`src/rtl/jtag_multi_dr.sv`:
```
// Multi-channel JTAG user data register: one shared shift register and bit counter serve
// N_CH channels. Each channel has its own update register, a one-cycle update strobe and a
// shared sticky length-error flag.
module jtag_multi_dr #(
    parameter int unsigned      WIDTH      = 32,
    parameter int unsigned      N_CH       = 4,
    parameter int unsigned      STRICT_LEN = 1,
    parameter logic [WIDTH-1:0] RESET_VAL  = '0
) (
    input  logic                   tck,
    input  logic                   treset,
    input  logic                   tdi,
    output logic                   tdo,
    input  logic [N_CH-1:0]        sel,
    input  logic                   shift,
    input  logic                   capture,
    input  logic                   update,
    input  logic [N_CH*WIDTH-1:0]  cap_data,
    output logic [N_CH*WIDTH-1:0]  upd_data,
    output logic [N_CH-1:0]        upd_stb,
    output logic                   len_err
);

    localparam int unsigned CntW = $clog2(WIDTH + 2);
    localparam int unsigned ChW  = (N_CH > 1) ? $clog2(N_CH) : 1;
    // The counter parks at WIDTH+1 so that "never captured" and "overshifted" both mismatch.
    localparam logic [CntW-1:0] CntSat  = CntW'(WIDTH + 1);
    localparam logic [CntW-1:0] CntFull = CntW'(WIDTH);

    logic [WIDTH-1:0]      sr_q, sr_d;
    logic [CntW-1:0]       cnt_q, cnt_d;
    logic [ChW-1:0]        ch_q, ch_d;
    logic [N_CH*WIDTH-1:0] upd_q, upd_d;
    logic [N_CH-1:0]       stb_q, stb_d;
    logic                  len_err_q, len_err_d;

    logic                  act_vld;
    logic [ChW-1:0]        act_idx;
    logic                  len_ok;

    // Priority-decode sel: the lowest set bit names the active channel.
    always_comb begin
        act_vld = |sel;
        act_idx = '0;
        for (int i = int'(N_CH) - 1; i >= 0; i--) begin
            if (sel[i]) begin
                act_idx = ChW'(i);
            end
        end
    end

    assign len_ok = (STRICT_LEN == 0) || (cnt_q == CntFull);

    // Next-state: capture beats shift, and either of them suppresses update.
    always_comb begin
        sr_d      = sr_q;
        cnt_d     = cnt_q;
        ch_d      = ch_q;
        upd_d     = upd_q;
        stb_d     = '0;
        len_err_d = len_err_q;
        if (act_vld) begin
            if (capture) begin
                sr_d  = cap_data[int'(act_idx)*WIDTH +: WIDTH];
                cnt_d = '0;
                ch_d  = act_idx;
            end else if (shift) begin
                // Written as shift-and-or so WIDTH=1 needs no special slice.
                sr_d  = (sr_q >> 1) | (WIDTH'(tdi) << (WIDTH - 1));
                cnt_d = (cnt_q == CntSat) ? cnt_q : cnt_q + CntW'(1);
            end else if (update) begin
                // Update goes to the channel latched at capture, not the current sel.
                if (len_ok) begin
                    upd_d[int'(ch_q)*WIDTH +: WIDTH] = sr_q;
                    stb_d[ch_q]                      = 1'b1;
                end else begin
                    len_err_d = 1'b1;
                end
            end
        end
    end

    // State registers with asynchronous reset.
    always_ff @(posedge tck or posedge treset) begin
        if (treset) begin
            sr_q      <= '0;
            cnt_q     <= CntSat;
            ch_q      <= '0;
            upd_q     <= {N_CH{RESET_VAL}};
            stb_q     <= '0;
            len_err_q <= 1'b0;
        end else begin
            sr_q      <= sr_d;
            cnt_q     <= cnt_d;
            ch_q      <= ch_d;
            upd_q     <= upd_d;
            stb_q     <= stb_d;
            len_err_q <= len_err_d;
        end
    end

    assign tdo      = act_vld ? sr_q[0] : 1'b0;
    assign upd_data = upd_q;
    assign upd_stb  = stb_q;
    assign len_err  = len_err_q;

endmodule

```
`config.mk`:
```
export PLATFORM = sky130hd
export DESIGN_NAME = jtag_multi_dr
export DESIGN_NICKNAME = d
export VERILOG_FILES = /design/src/rtl/jtag_multi_dr.sv
export SDC_FILE = /design/constraint.sdc
export NUM_CORES = 1
export LEC_CHECK = 0
export CORE_MARGIN = 2
export CORE_UTILIZATION = 49
export CTS_BUF_LIST = sky130_fd_sc_hd__clkbuf_2 sky130_fd_sc_hd__clkbuf_4 sky130_fd_sc_hd__clkbuf_8
export CTS_CLUSTER_DIAMETER = 30
export CTS_CLUSTER_SIZE = 25
export DETAILED_ROUTE_END_ITERATION = 8
export HOLD_SLACK_MARGIN = 0.05
export PLACE_DENSITY_LB_ADDON = 0.25
export SYNTH_ARGS = -nofsm -noshare
export SYNTH_HDL_FRONTEND = slang
export SYNTH_SLANG_ARGS = --single-unit
```
`constraint.sdc`:
```
create_clock -name tck -period 8.3 [get_ports tck]
set_clock_uncertainty 0.1 [all_clocks]
set_input_delay 1.66 -clock tck [delete_from_list [all_inputs] [get_ports tck]]
set_output_delay 1.66 -clock tck [all_outputs]
set_load 0.05 [all_outputs]
```
### Word-level counts from Yosys, hierarchy flattened

Cells that the tools add are included.

* add/sub/neg operators: 2
* $lt $le $gt $ge: 2
* equal/unequal tests: 3
* shift-type cells: 3
* multiplexer cells: 18
* bitwise gates (word level): 4
* reductions and logical operators: 8

Operators with widths (count)
* $bwmux 128: 1
* $shift 32x34->128 const A: 1
* $shiftx 128x8->32: 1
* $shiftx 32x34->128: 1
* $mux 32: 2
* $neg 7->34: 1
* $or 31x32->32: 1
* $mux 4: 5
* $mux 6: 3
* $eq 6x6->1 const B: 2
* $reduce_and 5->1: 2
* $mux 2: 4
* $add 6x1->6 const B: 1
* $reduce_and 2->1: 2
* $reduce_or 4->1: 1
* $lt 2x3->1 const B: 1
* $not 1->1: 3
* $reduce_and 3->1: 1
* $demux 1 s2: 1
* $ge 2x1->1 const B: 1
* $mux 1: 2
* $ne 2x2->1 const B: 1
* $reduce_bool 2->1: 1
* $logic_and 1x1->1: 1

* bits in registers: 173
* input bits: 138
* output and inout port bits: 134
* word-level logic and storage cells: 46

### Depth between registers and ports, before layout

* depth after elaboration: 9
* gate-level depth with buffers: 8
* depth with buffers taken out: 6

### Worst setup path before layout

No wires, ideal clock.

* path kind: input-to-output
* from: input sel[0]
* to: output tdo
* data arrival time: 2.760 ns
* data required time: 6.540 ns
* setup slack: 3.780 ns
* stages on the path: 4
* buffers on the path: 2
* path through: nor4_4 -> buf_2 -> buf_1 -> nor2b_1

* word-level cells in the longest chain between the ends: 2

Ends and longest elaborated chain
* from (decl): line 14 `input logic [N_CH-1:0] sel,`
* $reduce_or 4->1: line 43 `act_vld = |sel;`
* $mux 1: line 102 `assign tdo = act_vld ? sr_q[0] : 1'b0;`
* to (decl): line 13 `output logic tdo,`

No other way between the ends.

### Worst setup path after layout

* from: input sel[1]
* to: output tdo

The elaborated chain is that of the path after synthesis.

==> flow_summary.ini <==
[run_status]
outcome = completed

[clock_tree]
post_cts.repair.setup_buffers = 0
clock_latency_of_the_later_clocked_register_in_the_worst_skew_pair_ns = 0.46
cts.htree.levels = 4
cts-buffers-inserted = 17
cts-hold-fix-buffers = 0
clockBufferDepth = 2
cts_num_sinks = 173
tritoncts = done
clockRootBuffer = sky130_fd_sc_hd__clkbuf_8
clk_pin_slew_ns = 0.09
postCtsResizedCells = 0

[hold_path]
min_path_type = reg2reg
min_path_cells = 1
worstHoldEndpoint = upd_data[78]$_DFFE_PP0P_
hold_path_startpoint = upd_data[78]$_DFFE_PP0P_

[yosys]
asyncSetResetFlopFracSynth_pct = 100
ys_types = 38
ys_seq_area_share_pct = 49.0
mappedNetlistArea_sq_um = 8840
synth_edf_count = 0
ys_warn_count = 0
mappedNetlistNets = 882
synth_area_per_cell_sq_um = 12.0
post_synth_inst_count = 736
synth-seq-cells = 173
ys.flop_type = sky130_fd_sc_hd__dfrtp_1

[die]
die_area_sq_um = 19100
die_height_um = 138
io-pin-count = 272
core.rowCount = 49
die_w_um = 138
core_area_sq_um = 17800
initial_utilization_pct = 49.5

[sta]
period_needed_ns = 5.68
fin_setup_tns_ns = 0
fin_crit_sh_pct = 68.5
rsz0062_at_grt = no
timing.final.max_slew_violations = 0
slew-limit-headroom_pct = 11.9
hold_viol_final = 0
tightestPinTransition_ns = 1.30
clock.fmax_mhz = 176
setup_viol = 0

[worst_setup_path]
critPathMaxStageDelay_ns = 0.74
crit_arrival_ns = 3.92
cp_data_required_time_ns = 6.54
path_common_cell = sky130_fd_sc_hd__clkdlybuf4s50_1
endpoint_kind = output port
reg2reg_slack_ns = 4.58
cp_slowest_cell = sky130_fd_sc_hd__clkdlybuf4s50_1
crit_chain = clkdlybuf4s50_1 > nor4_4 > buf_4 > nor2b_1 > clkdlybuf4s50_1
r2r.worst_path.cells = 6
critPathMaxFanout = 67
worst-setup-path-type = in2out
rr_endpoint = upd_data[57]$_DFFE_PP0P_
timing.rr.start = cnt_q[2]$_DFFE_PP0P_
start_kind = primary input

[global_routing]
grt_max_degree = 99
grt_first_pass_wirelength_mm = 40.5
groute.usage.overall_pct = 27.0
first_global_vias = 7216
global_route.overflow_total = 0
grt_antenna_before_repair = 0

[placement]
gp_congestion = 0.796
placed_area_sq_um = 11600
buffer_ports.inserted = 271
total_half_perimeter_wirelength_after_legalization_and_detailed_placement_mm = 17.8

[layout]
final_util_pct = 67.2
syn_to_final_growth_pct = 35.8
top_library_cells_by_usage_in_the_layout_fill_and_taps_aside = sky130_fd_sc_hd__clkdlybuf4s50_1, sky130_fd_sc_hd__dfrtp_1, sky130_fd_sc_hd__nand4_1, sky130_fd_sc_hd__a21bo_2, sky130_fd_sc_hd__inv_1
filler_cell_count = 1358
antenna-diode-count = 0
stdcell_area_sq_um = 12000
fin_nets = 1104
drive_gt1_share_pct = 20.3
area.sequential_sq_um = 4330
layout.cells.most_common = sky130_fd_sc_hd__clkdlybuf4s50_1
total_area_of_multi_input_combinational_cells_sq_um = 3990

[power_and_ir_drop]
power_density_nw_per_um2 = 155
ir_worst_vdd_mv = 0.115
p_leak_nw = 5.60

[routing]
drtPass1Iterations = 5
post_drt_via_cell_ratio = 6.03
post_drt_wl_per_cell_um = 21.3
count_of_nets_left_with_antenna_violations_after_detail_routing = 0
drt-total-wl_mm = 25.6
route.vias.total = 7234
route.detailed.drc = 0
drt_first_iter_violations = 644

[run]
maxCapViolations = 0
critical path: cells and delay by family:
family | cells | cell delay [ns]
AND/OR/NAND/NOR | 2 | 0.41
buffers and inverters | 3 | 1.84
power breakdown:
| part | leakage [nW] | switching [mW] | internal (mW) |
|---|---|---|---|
| logic | 3.05 | 0.138 | 0.136 |
| clock network | 0.213 | 0.338 | 0.309 |
| registers | 2.34 | 0.0618 | 0.871 |
kinds of logic (layout without fill, tap and decap cells):
logic type / after synthesis / in the layout / synth area share, %
AOI/OAI and AO/OA: 233 / 233 / 23.0
DFF: 173 / 173 / 49.0
and+or+nand+nor: 166 / 166 / 11.8
buffers and inverters: 120 / 355 / 6.44
muxes: 35 / 35 / 8.51
adders and majority gates: 8 / 8 / 1.13
xor gates and xnor gates: 1 / 1 / 0.0991
how the worst max path moves through the flow:
stage / startpoint / end / slack (ns)
floorplan: treset / ch_q[0]$_DFFE_PP0P_ / 1.85
global placement: sel[1] / tdo / 2.67
detailed placement: sel[1] / tdo / 2.64
CTS: sel[1] / tdo / 2.62
global route: sel[1] / tdo / 2.47
finish: sel[1] / tdo / 2.62
metrics by stage:
stage | hold WS [ns] | power (mW) | instances | setup slack (ns)
after floorplan | 0.416 | 1.08 | 736 | 1.85
after global placement | 0.362 | 1.21 | 1168 | 2.67
after detailed placement | 0.367 | 1.22 | 1168 | 2.64
after CTS | 0.388 | 1.86 | 1200 | 2.62
after global routing | 0.404 | 1.93 | 1200 | 2.47
final | 0.383 | 1.85 | 1200 | 2.62
cells in the mapped netlist, drive strengths merged, types with 4 or more instances:
library cell  number  share of area [%]
nand4            129                9.1
o41ai             31                3.1
clkbuf            47                2.0
inv               38                1.6
nor2               6               0.25
buf               35                2.8
a21bo            129                 15
mux4              32                8.2
nor2b              5               0.35
o21ai             34                1.9
ha                 8                1.1
dfrtp            171                 48
nand2             10               0.42
a21o              32                2.7
nor3b              4               0.34
state kept, by name (all words and copies together) (netlist names):
register	flops
sr_q	32
ch_q	2
cnt_q	6
len_err	1
upd_stb	4
upd_data	128
layer usage:
metal | share of wire [%] | global-route usage [%]
met1 | 42 | 37.0
met2 | 49 | 43.8
met3 | 7.0 | 5.92
met4 | 1.8 | 7.68
met5 | 0 | 0
cell type report:
type                    count  share of cell area [%]
flip-flops and latches    173                    36.1
multi-input cells         443                    33.2
repair buffers            285                    23.4
well taps                 229                    2.39
clock buffers              17                    1.95
clock inverters            15                    1.65
inverters                  38                    1.23
No activity file was read; power rests on OpenSTA's default activity.
==> RTL edit 1, RTL diff (same settings) <==
The output `upd_stb` loses its register stage (`stb_q` becomes a continuous assignment).
--- a/src/rtl/jtag_multi_dr.sv
+++ b/src/rtl/jtag_multi_dr.sv
@@ -88,5 +88,4 @@
             ch_q      <= '0;
             upd_q     <= {N_CH{RESET_VAL}};
-            stb_q     <= '0;
             len_err_q <= 1'b0;
         end else begin
@@ -95,8 +94,9 @@
             ch_q      <= ch_d;
             upd_q     <= upd_d;
-            stb_q     <= stb_d;
             len_err_q <= len_err_d;
         end
     end
+
+    assign stb_q = stb_d;
 
     assign tdo      = act_vld ? sr_q[0] : 1'b0;
Check against the original RTL: same outputs for any inputs over 4 cycles, from zero or initial values and one cycle with treset high; that may be too few to reach the edited logic, so the function may still have changed.
==> RTL edit 1 against the original RTL <==
  * Register-to-register slack improved by 0.78 ns
  * Sequential share of layout area fell by 0.44 points
  * Combinational power barely moved
  * Routed wire length fell by 1.0%
  * Total power fell by 4.0%
  * Area after synthesis fell by 1.2%
  * Critical path depth rose by 1
  * Core utilization rose by 1.1 points
  * Die area fell by 1.2%
  * Setup slack got worse by 0.26 ns
  * Final area fell by 1.1%
  * Cell count fell by 0.58%
  * Sequential cell count fell by 4
  * Highest routed layer unchanged
  * Sequential power fell by 2%
  * Largest cell class unchanged
==> RTL edit 1: results (changes against the original RTL) <==
fill count 1344 (-1.0%); Placed Instances 1162 (-0.51%); Psw 0.517 mW (-4.1%); Reg2Reg Depth 5 (-1); post-synthesis sequential area ratio 0.485 (-0.00556); GR Layer Usage met1 0.356 (-0.0133); syn nets 877 (-0.57%); leakage dissipation 5.50 nW (-1.7%); Via density 6.05 (+0.43%); CP Max Fanout 51 (-24%); GR Layer Usage met3 0.0545 (-0.00478); global-route wire length before repair 39300 um (-3.0%); met2 GRT Util 0.466 (+0.0286); syn_area_per_cell 11.9 um^2 (-0.51%); Vias 7223 (-0.15%); pin count of the biggest net entering global routing 97 (-2.0%); worst r2r dst upd_data[122]; Arr. time, crit path 4.19 ns (+0.27 ns); Final #Nets 1102 (-0.18%); First DRT Iteration DRCs 632 (-1.9%); gr usage total 0.275 (+0.00567); worst r2r src cnt_q[5]; status finished, final reports clean; hold_sp len_err; Post-synth top cells dfrtp_1, nand4_1, a21bo_2; layout cells sized above 1 0.209 (+0.00579); number of global-route vias before repair 7049 (-2.3%); RD Place Congestion 0.789 (-0.88%)
==> RTL edit 1: cell types whose count changed after synthesis, moves of 2 or more <==
cell / before / now
buf_2: 14 / 17
buf_4: 7 / 5
buf_1: 4 / 2
a21bo_1: 28 / 24
buf_6: 10 / 12
a21bo_2: 101 / 105
dfrtp_1: 171 / 167
==> RTL edit 1: critical path, stage by stage <==
cell and delay, ns:
clkdlybuf4s50_1 0.62, nor4_2 0.10, and4b_4 0.75, nand2_1 0.15, inv_1 0.09, clkdlybuf4s50_1 0.80
==> RTL edit 1: layer usage <==
layer,wire length [um],vias up
li1,-,3241
met1,10400,3638
met2,12600,306
met3,1790,38
met4,533,0
met5,0,-
==> RTL edit 1: stage by stage <==
step	hold slack [ns]	utilization	setup WS, ns	area, um^2	power [mW]
after detailed placement	0.362	0.661	2.38	11500	1.21
after global routing	0.400	0.684	2.25	11900	1.84
after CTS	0.382	0.684	2.37	11900	1.78
final	0.376	0.684	2.35	11900	1.78
after global placement	0.351	0.661	2.40	11500	1.20
after floorplan	0.416	-	1.97	8730	1.06
==> RTL edit 1: area by class of cell <==
type                            count  area share
Clock inverter                     13      0.0121
Multi-Input combinational cell    443       0.335
Inverter                           37      0.0121
Sequential cell                   169       0.357
Clock buffer                       18      0.0209
Tap cell                          225      0.0237
Timing Repair Buffer              288       0.239
==> RTL edit 1: cells by family (layout without fill, tap and decap cells) <==
group	after synthesis	count (layout)	share of synthesized area
compound gates	231	231	0.232
flops	169	169	0.485
simple gates	167	167	0.118
buf+inv	119	356	0.0661
mux	36	36	0.0873
fa+ha+maj	8	8	0.0115
xor+xnor	1	1	0.00100
==> RTL edit 1: power by group through the flow <==
stage / combinational [mW] / sequential (mW) / clock, mW
2_1_floorplan: 0.160 / 0.900 / 0
3_3_place_gp: 0.271 / 0.930 / 0
3_5_place_dp: 0.275 / 0.931 / 0
4_1_cts: 0.276 / 0.915 / 0.591
5_1_grt: 0.300 / 0.920 / 0.624
6_report: 0.274 / 0.918 / 0.588
==> RTL edit 1: worst max-delay path by stage <==
stage | start | endpoint | slack [ns] | cells past startpoint
after floorplan | treset | ch_q[0] | 1.97 | 1
after global placement | sel[1] | upd_stb[2] | 2.40 | 6
after detailed placement | sel[1] | upd_stb[1] | 2.38 | 6
after CTS | sel[1] | upd_stb[1] | 2.37 | 6
after global routing | sel[1] | upd_stb[2] | 2.25 | 6
final | sel[1] | upd_stb[1] | 2.35 | 6
==> RTL edit 2, RTL diff (same flow settings) <==
Without the edit above. Set the parameter `STRICT_LEN` to 0 (it was 1).
--- a/src/rtl/jtag_multi_dr.sv
+++ b/src/rtl/jtag_multi_dr.sv
@@ -5,5 +5,5 @@
     parameter int unsigned      WIDTH      = 32,
     parameter int unsigned      N_CH       = 4,
-    parameter int unsigned      STRICT_LEN = 1,
+    parameter int unsigned      STRICT_LEN = 0,
     parameter logic [WIDTH-1:0] RESET_VAL  = '0
 ) (
Behaviour: not the same (a bounded check fails within 4 cycles, from zero or initial values and one cycle with treset high).
==> RTL edit 2 against the original RTL <==
  * Largest cell class unchanged
  * Hold slack worse by 0.0049 ns
  * Setup slack better by 0.19 ns
  * Non-clock buffer count is 4 lower
  * Routed wire length fell by 8.6%
  * Final area is 7.9% lower
  * Sequential cell count decreased by 7
  * Area after synthesis down 8.9%
Power is not compared: it rests on default switching activity, and its combinational part moved more than twofold at a synthesized area within 25%.
==> RTL edit 2: results (changes against the original RTL) <==
clock buffers 18 (+1); Arr. time, crit path 3.73 ns (-0.19 ns); gr usage total 0.269 (-0.000452); non-clk buf share 0.252 (+0.0171); layout cells sized above 1 0.0739 (-0.129); largest cells by area after synthesis dfrtp_1, nand3_1, nand2_1; non-clock inverter total of the final layout 104 (+170%); r2r setup slk 5.87 ns (+1.29 ns); synth warn 0 (unchanged); status finished, final reports clean; synthesis-stage register bit count 166 (-4.0%); initial antenna violation count 0 (unchanged); Die W 132 um (-4.4%); #MultiIn Comb 540 (+22%); Rel. slew slack 0.179 (+0.0599); Non-clock buffers 281 (-1.4%); clk_lat worst skew 0.45 ns; hold slack 0.378 ns (-0.00493 ns); number of global-route vias before repair 7133 (-1.2%); Placed Instances 1307 (+12%); CP Max Fanout 6 (-91%); H-Tree Depth 4 (unchanged); Final #Nets 1253 (+13%); post-synthesis sequential area ratio 0.516 (+0.0260); Max stage delay cell, worst path or4_1; Via density 5.56 (-7.8%); RD Place Congestion 0.838 (+5.2%); mean routed wirelength per cell 17.4 um (-18%); Highest Clock Rate 0.182 GHz (+3.5%); First DRT Iteration DRCs 656 (+1.9%); Register Area 4150 um^2 (-4.1%); post-DP HPWL 16900 um (-4.8%); pin count of the biggest net entering global routing 87 (-12%); Critical path origin sel[2]; Multi-input gate area 3080 um^2 (-23%); Port Buffers 270 (-0.37%); Worst path max stage delay 0.69 ns (-0.05 ns); global-route wire length before repair 37700 um (-7.0%); area delta synth->final 37.3%; Post-synth top cells dfrtp_1, nand2_1, inv_1; synth unique cells 37 (-2.6%); Detailed Route WL 23300 um (-8.6%); DP Worst Slack 2.80 ns (+0.161 ns); clk root buf clkbuf_8; Mapped Cells 886 (+20%); syn nets 1029 (+17%); fill count 1333 (-1.8%); Worst Hold End upd_data[51]; ClkCell Share 0.0332 (-0.00281); leakage dissipation 4.74 nW; worst r2r dst upd_data[41]; # Post-CTS Setup Buffers 0 (unchanged)
[RTL edit 2: metal layers]
layer  vias to the layer above  routed length [um]  global-route usage
li1                       3502                   -                   -
met1                      3589                9740               0.371
met2                       318               11400               0.442
met3                        30                1700              0.0438
met4                         0                 481              0.0797
met5                         -                   0                   0
[RTL edit 2: power by group through the flow]
stage / clock [mW] / sequential, mW / combinational (mW)
2_1_floorplan: 0 / 1.47 / 0.256
3_3_place_gp: 0 / 1.10 / 1.03
5_1_grt: 0.584 / 1.10 / 1.10
4_1_cts: 0.552 / 1.09 / 1.05
3_5_place_dp: 0 / 1.10 / 1.05
6_report: 0.546 / 1.09 / 1.05
[RTL edit 2: logic make-up after synthesis]
group,count (synthesis),synth area share
AND/OR/NAND/NOR,272,0.148
adder cells (fa/ha/maj),5,0.00777
flip-flops,166,0.516
other,1,0.000466
AO/OA/AOI/OAI,262,0.223
buffers and inverters,180,0.105
[RTL edit 2: critical path, delay by kind of cell]
kind,cells,cell delay [ns]
buf+inv,2,1.17
simple gates,2,0.91
